[src/rtl/seg_pkg.sv]
// Shared definitions for the seven-segment display path: glyph table, digit
// selects, capture FSM encoding and the glyph-to-nibble decode function.
package seg_pkg;

   localparam logic [6:0] GLYPH_0 = 7'h3F;
   localparam logic [6:0] GLYPH_1 = 7'h06;
   localparam logic [6:0] GLYPH_2 = 7'h5B;
   localparam logic [6:0] GLYPH_3 = 7'h4F;
   localparam logic [6:0] GLYPH_4 = 7'h66;
   localparam logic [6:0] GLYPH_5 = 7'h6D;
   localparam logic [6:0] GLYPH_6 = 7'h7D;
   localparam logic [6:0] GLYPH_7 = 7'h07;
   localparam logic [6:0] GLYPH_8 = 7'h7F;
   localparam logic [6:0] GLYPH_9 = 7'h6F;
   localparam logic [6:0] GLYPH_A = 7'h77;
   localparam logic [6:0] GLYPH_B = 7'h7C;
   localparam logic [6:0] GLYPH_C = 7'h39;
   localparam logic [6:0] GLYPH_D = 7'h5E;
   localparam logic [6:0] GLYPH_E = 7'h79;
   localparam logic [6:0] GLYPH_F = 7'h71;

   // Element [n] is the glyph for nibble n.
   localparam logic [15:0][6:0] GLYPH_TABLE = {
      GLYPH_F, GLYPH_E, GLYPH_D, GLYPH_C, GLYPH_B, GLYPH_A, GLYPH_9, GLYPH_8,
      GLYPH_7, GLYPH_6, GLYPH_5, GLYPH_4, GLYPH_3, GLYPH_2, GLYPH_1, GLYPH_0
   };

   localparam logic [5:0] DIG_BLANK = 6'b000000;
   localparam logic [5:0] DIG_HI    = 6'b000001;
   localparam logic [5:0] DIG_LO    = 6'b000010;

   typedef enum logic [1:0] {
      ST_EMPTY,
      ST_GOT_LO,
      ST_GOT_HI
   } cap_state_t;

   typedef enum logic [1:0] {
      DC_BLANK,
      DC_LO,
      DC_HI,
      DC_BAD
   } dig_class_t;

   // Returns {ok, nibble}; ok is low for a lit decimal point or an unknown pattern.
   function automatic logic [4:0] glyph_to_nibble(input logic [7:0] seg);
      logic [4:0] res;
      res = 5'b0_0000;
      for (int i = 0; i < 16; i++) begin
         if (!seg[7] && (seg[6:0] == GLYPH_TABLE[i])) begin
            res = {1'b1, 4'(i)};
         end
      end
      return res;
   endfunction

endpackage

[src/rtl/seg_glyph_dec.sv]
// Combinational segment-pattern decoder: 8-bit segment bus to {ok, nibble}.
module seg_glyph_dec
   import seg_pkg::*;
(
   input  logic [7:0] seg,
   output logic       ok,
   output logic [3:0] nibble
);

   assign {ok, nibble} = glyph_to_nibble(seg);

endmodule

[src/rtl/seg_capture.sv]
// Reconstructs the byte shown on a two-digit multiplexed seven-segment bus,
// flagging protocol/glyph errors and a stale (idle) bus.
module seg_capture
   import seg_pkg::*;
#(
   parameter int unsigned TIMEOUT = 1024
) (
   input  logic       i_clk,
   input  logic       i_rst_n,
   input  logic [7:0] i_seg,
   input  logic [5:0] i_dig,
   output logic [7:0] o_data,
   output logic       o_valid,
   output logic       o_changed,
   output logic       o_err,
   output logic [7:0] o_err_cnt,
   output logic       o_stale
);

   localparam logic [15:0] TIMEOUT_Q = 16'(TIMEOUT);

   logic [7:0]  seg_q;
   logic [5:0]  dig_q;
   logic        glyph_ok;
   logic [3:0]  nibble;
   dig_class_t  dig_class;
   cap_state_t  state;
   logic [3:0]  lo_q;
   logic [3:0]  hi_q;
   logic [15:0] idle_cnt;
   logic        good_digit;
   logic        timeout_hit;
   logic [7:0]  byte_lo_first;
   logic [7:0]  byte_hi_first;

   seg_glyph_dec u_glyph_dec (
      .seg    (seg_q),
      .ok     (glyph_ok),
      .nibble (nibble)
   );

   // NOTE: assign a default first so every path drives dig_class and no latch is inferred.
   always_comb begin
      dig_class = DC_BAD;
      case (dig_q)
         DIG_BLANK: dig_class = DC_BLANK;
         DIG_LO:    dig_class = DC_LO;
         DIG_HI:    dig_class = DC_HI;
         default:   dig_class = DC_BAD;
      endcase
   end

   assign good_digit    = glyph_ok && ((dig_class == DC_LO) || (dig_class == DC_HI));
   // Counter saturates at TIMEOUT, so ">= TIMEOUT-1" means the next value is TIMEOUT.
   assign timeout_hit   = !good_digit && (idle_cnt >= (TIMEOUT_Q - 16'd1));
   assign byte_lo_first = {nibble, lo_q};
   assign byte_hi_first = {hi_q, nibble};

   // NOTE: non-blocking assignments throughout, so every register sees pre-edge values.
   always_ff @(posedge i_clk) begin
      if (!i_rst_n) begin
         seg_q     <= 8'h00;
         dig_q     <= DIG_BLANK;
         state     <= ST_EMPTY;
         lo_q      <= 4'h0;
         hi_q      <= 4'h0;
         idle_cnt  <= 16'd0;
         o_data    <= 8'h00;
         o_valid   <= 1'b0;
         o_changed <= 1'b0;
         o_err     <= 1'b0;
         o_err_cnt <= 8'd0;
         o_stale   <= 1'b0;
      end else begin
         seg_q     <= i_seg;
         dig_q     <= i_dig;
         o_valid   <= 1'b0;
         o_changed <= 1'b0;
         o_err     <= 1'b0;

         if (good_digit) begin
            idle_cnt <= 16'd0;
         end else if (idle_cnt != TIMEOUT_Q) begin
            idle_cnt <= idle_cnt + 16'd1;
         end

         if ((dig_class == DC_BAD) ||
             (((dig_class == DC_LO) || (dig_class == DC_HI)) && !glyph_ok)) begin
            o_err <= 1'b1;
            if (o_err_cnt != 8'hFF) begin
               o_err_cnt <= o_err_cnt + 8'd1;
            end
            state <= ST_EMPTY;
         end else if (dig_class == DC_LO) begin
            if (state == ST_GOT_HI) begin
               o_data    <= byte_hi_first;
               o_valid   <= 1'b1;
               o_changed <= (byte_hi_first != o_data);
               o_stale   <= 1'b0;
               state     <= ST_EMPTY;
            end else begin
               lo_q  <= nibble;
               state <= ST_GOT_LO;
            end
         end else if (dig_class == DC_HI) begin
            if (state == ST_GOT_LO) begin
               o_data    <= byte_lo_first;
               o_valid   <= 1'b1;
               o_changed <= (byte_lo_first != o_data);
               o_stale   <= 1'b0;
               state     <= ST_EMPTY;
            end else begin
               hi_q  <= nibble;
               state <= ST_GOT_HI;
            end
         end

         // Placed last so it overrides the state update above; never true on a good digit.
         if (timeout_hit) begin
            o_stale <= 1'b1;
            state   <= ST_EMPTY;
         end
      end
   end

endmodule

[config.mk]
export PLATFORM = sky130hd
export DESIGN_NAME = seg_capture
export DESIGN_NICKNAME = d
export VERILOG_FILES = /design/src/rtl/seg_pkg.sv /design/src/rtl/seg_glyph_dec.sv /design/src/rtl/seg_capture.sv
export SDC_FILE = /design/constraint.sdc
export NUM_CORES = 1
export LEC_CHECK = 0
export ABC_AREA = 1
export BUFFER_PORTS_ARGS = -buffer_cell sky130_fd_sc_hd__buf_2
export CORE_MARGIN = 2
export CORE_UTILIZATION = 45
export CTS_CLUSTER_DIAMETER = 120
export CTS_CLUSTER_SIZE = 14
export DETAILED_ROUTE_END_ITERATION = 12
export HOLD_SLACK_MARGIN = 0.1
export PLACE_DENSITY_LB_ADDON = 0.15
export SYNTH_ARGS = -nofsm -noshare
export SYNTH_HDL_FRONTEND = slang
export SYNTH_HIERARCHICAL = 1
export SYNTH_SLANG_ARGS = --single-unit
[constraint.sdc]
create_clock -name i_clk -period 5.4 [get_ports i_clk]
set_input_delay 1.62 -clock i_clk [delete_from_list [all_inputs] [get_ports i_clk]]
set_output_delay 1.62 -clock i_clk [all_outputs]
set_load 0.02 [all_outputs]
==> metrics, run 1 <==
status finished clean; NumNets Final 564; Yosys cell types 36; final setup violating endpoints 0; critical path cell sequence buf_2; total power roughly 0.0011 W; Flop pwr share roughly 44%; WS Path Type reg2out; routed wire length 6.936 mm; Crit. End Element output pin; Routed WL per cell 10.74 um; core footprint 0.007253 sq mm; number of I/O pins 36; Top delay family on crit path flip-flops; top sig layer met4; 1st-pass router iterations 4; share of cells above drive strength 1 15.36%; Syn. warnings 6; total number of vias a little over 3000; 1st-iter DRT viols 99; port buffer count 35; Synth Area in Compound Gates 8.128%; die area 0.008164 sq mm; Fin Setup TNS 0 ns; initial core utilization 46.27%; max capacitance violation total 0; Leakage Power roughly 1.8 nW; #FFs+latches synth 60; Worst EP required 3.78 ns; residual DRC count 0; vias in the first global route 2913; die height 90.36 um; Mapped Nets 527; Mapped Cells 505; fin. max-slew vios 0; mean area per synthesized cell 6.645 sq um; Die X between 90 and 100 um; Post-synth EDFFs 0; ys async rst share 0%; adder-cell area share of the yosys netlist 2.237%; CTS tree done; prevailing post-synth register cell dfxtp_1; Layout Cells excl Fill 646; WL met3 279 um; Gate power share around 8.1%; Area growth, synth to finish 14.65%; crit path time final 2.605 ns; Clock Path Buffers 2; Clock power frac between 40% and 50%; Worst EP arrival between 0.9 and 1 ns; Max Fanout on Critical Path 5; fill count 730; RSZ-0062 raised after global routing no; All-Layer GR Usage around 18%; slowest stage cell, crit path dfxtp_1; cts bufs inserted 9; Worst-path clk slew approximately 0.07 ns; Peak Freq approximately 0.38 GHz; first-pass GRT wire length 12.30 mm; Sw Ratio 23.59%; maximum vdd drop 0.0001625 V; H-tree depth 3; number of vias per cell 4.786; Least-Margin Pin Slew 0.5991 ns; Rows 31; post-cts resize count 0; Clock Tree Root clkbuf_8; RePlAce Congestion 0.8582; initial antenna violation count 0; crit start category register; post-CTS setup buffers 0; skew final 0.008494 ns; largest net degree at the start of global routing 28; GRT overflow 0; Syn Std Cell Area 0.003356 sq mm; clk_lat worst skew 0.34 ns; NetSw 0.0002478 W; Final Hold Viols 0; antenna-violating nets left 0; Hold WC Path Type reg2reg; relative slew slack 60.06%; Diodes inserted 0; Post-Synth XOR/XNOR Area 3.915%; Clock Sinks 60; Post-CTS Hold Buffers 0; Internal Power approximately 0.00080 W; wl on met1 3.342 mm; power density of the placed cells 273.0 mW/mm^2; register area share after synthesis 35.79%; Final Cycle Share about half; Simple-Gate Fraction of Synth Area 39.34%; Worst path max stage delay 0.44 ns; met2 wire length 3.267 mm; crit path buf inv count 1; mux cell area share after synthesis 1.193%; DPL Wire Length 5.188 mm; main combinational cell family by area after synthesis simple AND/OR/NAND/NOR gates; placed cells 630
## power groups by stage
stage          Sequential [W]  Clock (W)  Combinational, W
2_1_floorplan        0.000477          0         0.0000614
3_3_place_gp         0.000474          0         0.0000850
3_5_place_dp         0.000475          0         0.0000859
4_1_cts              0.000465   0.000513         0.0000863
5_1_grt              0.000466   0.000532         0.0000967
6_report             0.000464   0.000501         0.0000852
## layout by cell type, fill, tap and decap left out, types with 12 or more instances in the layout
cell type / synthesis / layout
xnor2_1: 12 / 12
nor2_2: 14 / 14
dfxtp_1: 60 / 60
buf_2: 2 / 35
nor2_1: 53 / 53
a21oi_1: 35 / 35
inv_1: 67 / 67
nand3_1: 35 / 35
nand2_1: 149 / 149
## routing by layer
layer	vias to the layer above	global-route usage (%)
met4	0	4.359
met1	1379	22.40
met5	-	0
met2	49	30.89
met3	8	5.259
li1	1656	-
## metrics by stage
stage	worst slack [ns]	hold slack (ns)	utilization (%)	instance area, sq um
floorplan	3.041	0.4389	-	3356
CTS	2.754	0.4703	53.04	3847
finish	2.795	0.4665	53.04	3847
global placement	2.455	0.4494	49.61	3598
global route	2.604	0.4933	53.04	3847
detailed placement	2.407	0.4588	49.61	3598
## area by class of cell
cell class	count	area, sq um	share of cell area (%)
clock inverter	6	111.4	2.894
multi-input combinational	367	1839	47.80
sequential	60	1201	31.22
timing repair buffer	35	175.2	4.553
clock buffer	10	137.6	3.577
tap	99	123.9	3.220
inverter	69	259.0	6.732
## logic make-up (layout without fill, tap and decap cells)
family / Yosys count / count (layout)
XOR/XNOR: 15 / 15
AO/OA/AOI/OAI: 50 / 50
AND/OR/NAND/NOR: 292 / 292
multiplexers: 4 / 4
buffers and inverters: 78 / 120
flip-flops: 60 / 60
adder cells (fa/ha/maj): 6 / 6
## cell usage after synthesis (2+ instances only)
master / number / area share [%]
ha_1: 6 / 2.2
inv_1: 67 / 7.5
nand2_2: 6 / 1.1
nand4_1: 11 / 2.1
nand2_1: 149 / 17
a21oi_1: 35 / 5.2
nor2_1: 53 / 5.9
nor2_4: 2 / 0.67
xnor2_1: 12 / 3.1
clkbuf_1: 4 / 0.45
buf_2: 2 / 0.30
nor3_1: 11 / 1.6
o21ai_0: 9 / 1.3
mux2i_1: 4 / 1.2
nand3b_1: 3 / 0.67
xor2_1: 3 / 0.78
dfxtp_1: 60 / 36
nand3_2: 2 / 0.60
nand3_1: 35 / 5.2
o21ai_2: 2 / 0.52
nor2_2: 14 / 2.6
## state kept, by name, summed over array words and instances (netlist names)
| name | flops |
|---|---|
| idle_cnt | 16 |
| o_data | 8 |
| o_err_cnt | 8 |
| seg_q | 8 |
| dig_q | 6 |
| hi_q | 4 |
| lo_q | 4 |
| state | 2 |
| o_changed | 1 |
| o_err | 1 |
| o_stale | 1 |
| o_valid | 1 |
## path summary, 6_finish.rpt
| path | startpoint | endpoint | slack [ns] | depth (start not counted) |
|---|---|---|---|---|
| min | idle_cnt[15]$_SDFFE_PP0P_ | idle_cnt[15]$_SDFFE_PP0P_ | 0.47 | 2 |
| max | o_data[1]$_SDFFE_PN0P_ | o_data[1] | 2.79 | 1 |
| min reg2reg | idle_cnt[15]$_SDFFE_PP0P_ | idle_cnt[15]$_SDFFE_PP0P_ | 0.47 | 2 |
| max reg2reg | dig_q[3]$_SDFF_PN0_ | o_data[1]$_SDFFE_PN0P_ | 2.91 | 11 |
No activity file was read; power rests on OpenSTA's default activity.
==> run 2, diff against run 1 <==
clock period = 2.33 ns   (was 5.4 ns; I/O delays follow)
==> run 2 against run 1 <==
Clock-buffer cell count is 1 higher. Utilization is 0.40 points lower. Flip-flop and latch count did not move. Clock power increased by 63%. Setup slack got worse by 2.6 ns. Sequential share of layout area is 0.24 points higher. Highest routed layer unchanged.
==> metrics, run 2 (synthesis results as in run 1) <==
Clock Tree Root clkbuf_8; die area 0.008164 sq mm (unchanged); Peak Freq approximately 0.48 GHz; Clock Sinks 60 (unchanged); total number of vias 3118 (+0.84%); Final Cycle Share roughly nine tenths; H-tree depth 3 (unchanged); final core utilization 52.65% (-0.40 points); antenna-violating nets left 0 (unchanged); vias in the first global route 2906 (-0.24%); Leakage Power 1.798 nW (about the same); Fin Setup TNS 0 ns (unchanged); DPL Wire Length 5.369 mm (+3.5%); Final Hold Viols 0 (unchanged); Internal Power 0.001535 W (+91%); share of cells above drive strength 1 16.12% (+0.77 points); Top reg by flops idle_cnt; Flop pwr share 51.2% (+7.0 points); Gate power share 10.0% (+1.9 points); final setup violating endpoints 0 (unchanged); Routed WL per cell 11.25 um (+4.8%); crit start category register; maximum vdd drop 0.0003863 V (+140%); Worst EP arrival 2.32 ns (+1.33 ns); number of vias per cell 4.790 (about the same); Post-CTS Hold Buffers 0 (unchanged); Rows 31 (unchanged); WS Path Type reg2reg; NetSw 0.0005685 W (+130%); port buffer count 35 (unchanged); met2 Usage GRT 32.58% (+1.7 points); Crit. End Element register; status finished clean; max capacitance violation total 0 (unchanged); DP Worst Slack 0.1534 ns (-2.254 ns); RSZ-0062 raised after global routing no; number of I/O pins 36 (unchanged); fin. max-slew vios 0 (unchanged); CTS tree done; max reg flops 16 (unchanged); Clock power frac 38.8% (-8.9 points); Critical path origin dig_q[3]$_SDFF_PN0_; Least-Margin Pin Slew 0.5114 ns (-0.08768 ns); met3 GRT Util 5.843% (+0.58 points); relative slew slack 65.70% (+5.6 points); fill count 743 (+1.8%); Die X 90.36 um (unchanged); skew final 0.01068 ns (+0.002189 ns); power density of the placed cells 550.8 mW/mm^2 (+100%); total power 0.002103 W (+100%); met1 Use GR 22.93% (+0.54 points); Sw Ratio 27.03% (+3.4 points); placed cells 635 (+0.79%); 1st-iter DRT viols 106 (+7.1%); largest net degree at the start of global routing 19 (-32%); crit path time final around 2.1 ns; FF-to-FF Start dig_q[3]$_SDFF_PN0_; Worst path max stage delay 0.33 ns (-0.11 ns); RePlAce Congestion 0.9511 (+11%); slowest stage cell, crit path ha_1; hold path start idle_cnt[15]$_SDFFE_PP0P_; Layout Cells excl Fill 651 (+0.77%); Clock Path Buffers 2 (unchanged); post-CTS setup buffers 0 (unchanged); GRT overflow 0 (unchanged); Diodes inserted 0 (unchanged); initial antenna violation count 0 (unchanged); global route hottest layer met2; residual DRC count 0 (unchanged); first-pass GRT wire length 12.68 mm (+3.1%); die height 90.36 um (unchanged); 1st-pass router iterations 4 (unchanged); cts bufs inserted 9 (unchanged); Worst EP required 2.55 ns (-1.23 ns); Setup WS post-layout 0.2255 ns (-2.569 ns); NumNets Final 569 (+0.89%); Max Fanout on Critical Path 10 (+5); initial core utilization 46.27% (unchanged); critical path cell sequence nor2_2 > inv_1 > nor4_2 > ha_1 > or2_4 > nand2_8 > nand2_2 > o21ai_0 > nor2_1; core footprint 0.007253 sq mm (unchanged); Worst-path clk slew 0.07 ns (about the same); routed wire length 7.322 mm (+5.6%); most frequent cells in the layout 149 x nand2_1, 67 x inv_1, 60 x dfxtp_1, 53 x nor2_1; most common cell after layout, fill and taps aside nand2_1; Area growth, synth to finish 13.80%; All-Layer GR Usage 19.09% (+1.0 points); Hold WC Path Type reg2reg; clk_lat worst skew 0.34 ns (about the same)
-- run 2: changes by cell type in the layout (fill, tap and decap cells not counted), sizes merged --
cell,before,now
buf,35,40
bufinv,3,0
clkbuf,10,11
clkinv,3,5
-- run 2: worst paths after layout --
kind / endpoint / slack [ns] / depth (start not counted)
hold reg to reg: idle_cnt[15]$_SDFFE_PP0P_ / 0.46 / 2
hold / removal: idle_cnt[15]$_SDFFE_PP0P_ / 0.46 / 2
setup reg to reg: o_err_cnt[6]$_SDFFE_PN0P_ / 0.23 / 9
setup / recovery: o_err_cnt[6]$_SDFFE_PN0P_ / 0.23 / 9
-- run 2: final cells by class --
| type | instances | area (sq um) | area share [%] |
|---|---|---|---|
| multi-input combinational | 367 | 1853 | 48.53 |
| timing repair buffer | 40 | 212.7 | 5.570 |
| inverter | 69 | 259.0 | 6.782 |
| tap | 99 | 123.9 | 3.244 |
| clock inverter | 5 | 27.53 | 0.7208 |
| clock buffer | 11 | 141.4 | 3.703 |
| sequential | 60 | 1201 | 31.45 |
-- run 2: what timing repair did --
action / in CTS / in global routing
setup endpoints to repair: 0 / 12
gates resized for setup: 0 / 2
endpoints found under the hold margin: 0 / 0
-- run 2: stage by stage --
stage          hold WS (ns)  area (sq um)
5_1_grt              0.4863          3819
3_5_place_dp         0.4536          3636
6_report             0.4619          3819
2_1_floorplan        0.4389          3356
3_3_place_gp         0.4449          3636
4_1_cts              0.4638          3805
-- run 2: worst max-delay path, delay by kind of cell, from the launching register on --
| kind | cells | cell delay [ns] |
|---|---|---|
| and+or+nand+nor | 6 | 1.07 |
| adders and majority gates | 1 | 0.33 |
| DFF | 1 | 0.31 |
| AOI/OAI and AO/OA | 1 | 0.21 |
| buffers and inverters | 1 | 0.07 |
-- run 2: routing by layer --
layer  up-vias  part of all wire [%]
met5         -                     0
met4         0                  0.93
met3         4                   4.2
met2        64                    48
met1      1382                    47
li1       1668                     -
-- run 2: power by group through the flow --
stage | registers (W) | logic (W) | clock network [W]
2_1_floorplan | 0.00111 | 0.000142 | 0
3_3_place_gp | 0.00110 | 0.000203 | 0
3_5_place_dp | 0.00110 | 0.000208 | 0
4_1_cts | 0.00108 | 0.000209 | 0.000848
5_1_grt | 0.00108 | 0.000236 | 0.000893
6_report | 0.00108 | 0.000211 | 0.000815
==> run 3, diff against run 2 <==
CORE_UTILIZATION = 53   (was 45)
==> run 3 against run 2 <==
Final cell count is 3.8% lower. Utilization up 11 points. Fmax grew 1.3%. Register-to-register slack gained 0.03 ns. Global-route usage rose by 0.77 points. Flip-flop and latch count did not move. Critical path depth unchanged. Non-clock buffer count shrank 1. Via count decreased by 0.29%. Setup slack gained 0.026 ns. Combinational power fell by 3%. Clock power grew 25%.
==> metrics, run 3 (synthesis results as in run 1) <==
status finished clean; max capacitance violation total 0 (unchanged); NumNets Final 568 (-0.18%); crit start category register; DP Worst Slack 0.2313 ns (+0.07792 ns); placed cells 610 (-3.9%); total power 0.002305 W (+9.6%); post-CTS setup buffers 0 (unchanged); initial antenna violation count 0 (unchanged); first-pass GRT wire length 11.67 mm (-7.9%); Layout Cells excl Fill 626 (-3.8%); initial core utilization 55.69% (+9.4 points); All-Layer GR Usage 19.86% (+0.77 points); most common cell after layout, fill and taps aside nand2_1; Crit. End Element register; WS Path Type reg2reg; relative slew slack 65.96% (+0.26 points); Worst EP arrival 2.31 ns (about the same); RePlAce Congestion 0.9228 (-3.0%); die height 83.57 um (-7.5%); slowest stage cell, crit path ha_1; Final Cycle Share 89.20% (-1.1 points); cts bufs inserted 9 (unchanged); H-tree depth 3 (unchanged); maximum vdd drop 0.0003884 V (+0.56%); Area growth, synth to finish 13.91% (about the same); share of cells above drive strength 1 15.79% (-0.33 points); max reg flops 16 (unchanged); port buffer count 35 (unchanged); Hold WC Path Type reg2reg; Leakage Power 1.817 nW (+1.0%); skew final 0.007366 ns (-0.003317 ns); Diodes inserted 0 (unchanged); largest net degree at the start of global routing 19 (unchanged); 1st-pass router iterations 4 (unchanged); residual DRC count 0 (unchanged); most frequent cells in the layout 149 x nand2_1, 67 x inv_1, 60 x dfxtp_1, 53 x nor2_1; CTS tree done; Rows 28 (-9.7%); Peak Freq 0.4811 GHz (+1.3%); Final Hold Viols 0 (unchanged); vias in the first global route 2800 (-3.6%); Top delay family on crit path simple AND/OR/NAND/NOR gates; DPL Wire Length 4.988 mm (-7.1%); Worst path max stage delay 0.34 ns (about the same); Fin Setup TNS 0 ns (unchanged); GRT overflow 0 (unchanged); number of vias per cell 4.966 (+3.7%); number of I/O pins 36 (unchanged); clk_lat worst skew 0.34 ns (about the same); Worst-path clk slew 0.07 ns (about the same); die area 0.006984 sq mm (-14%); final core utilization 63.43% (+11 points); critical path cell sequence nor2_2 > inv_1 > nor4_1 > ha_1 > or2_4 > nand2_8 > nand2_2 > o21ai_0 > nor2_1; Die X 83.57 um (-7.5%); Clock Tree Root clkbuf_8; Clock Path Buffers 2 (unchanged); crit path time final 2.078 ns (-0.02614 ns); final setup violating endpoints 0 (unchanged); fin. max-slew vios 0 (unchanged); Top reg by flops idle_cnt; Max Fanout on Critical Path 10 (unchanged); Worst EP required 2.56 ns (about the same); total number of vias 3109 (-0.29%); RSZ-0062 raised after global routing no; Setup WS post-layout 0.2516 ns (+0.02614 ns); antenna-violating nets left 0 (unchanged); Least-Margin Pin Slew 0.5075 ns (-0.003902 ns); 1st-iter DRT viols 137 (+29%); Clock Sinks 60 (unchanged); crit path buf inv count 1 (unchanged); power density of the placed cells 603.0 mW/mm^2 (+9.5%); fill count 565 (-24%); routed wire length 6.652 mm (-9.2%); core footprint 0.006026 sq mm (-17%); Routed WL per cell 10.63 um (-5.5%)
==> run 3: where the power goes <==
group          total (W)  switching (W)  internal (W)
sequential       0.00108      0.0000238       0.00105
clock            0.00102       0.000399      0.000626
combinational   0.000204       0.000130     0.0000734
total            0.00230       0.000553       0.00175
==> run 3: layout make-up <==
cell class | count | area [sq um] | share of cell area [%]
Sequential cell | 60 | 1201 | 31.42
Tap cell | 75 | 93.84 | 2.455
Multi-Input combinational cell | 367 | 1847 | 48.31
Clock inverter | 5 | 75.07 | 1.964
Timing Repair Buffer | 39 | 205.2 | 5.368
Clock buffer | 11 | 141.4 | 3.699
Inverter | 69 | 259.0 | 6.776
==> run 3: routing by layer <==
metal / vias to the layer above / global-route usage (%) / wire [um]
met4: 0 / 7.918 / 106
met3: 10 / 3.660 / 218
met5: - / 0 / 0
li1: 1670 / - / -
met1: 1375 / 26.64 / 3382
met2: 54 / 31.56 / 2944
==> run 3: worst min-delay path: stages, from the launching register on <==
cell     delay, ns
dfxtp_1       0.31
nand2_1       0.06
a21oi_1       0.05
==> run 3: through the flow <==
step,area [sq um],hold slack [ns]
final,3822,0.4643
after detailed placement,3598,0.4595
after global placement,3598,0.4473
after global routing,3822,0.4942
after CTS,3815,0.4706
after floorplan,3356,0.4389
==> run 3: final timing paths <==
path / startpoint / end / slack (ns) / cells past startpoint
max: dig_q[3]$_SDFF_PN0_ / o_err_cnt[6]$_SDFFE_PN0P_ / 0.25 / 9
min: idle_cnt[15]$_SDFFE_PP0P_ / idle_cnt[15]$_SDFFE_PP0P_ / 0.46 / 2
max reg2reg: dig_q[3]$_SDFF_PN0_ / o_err_cnt[6]$_SDFFE_PN0P_ / 0.25 / 9
min reg2reg: idle_cnt[15]$_SDFFE_PP0P_ / idle_cnt[15]$_SDFFE_PP0P_ / 0.46 / 2
==> run 3: repair_timing <==
item / CTS / global route
setup endpoints to repair: 0 / 6
hold buffers: 0 / 0
resized for setup: 0 / 1
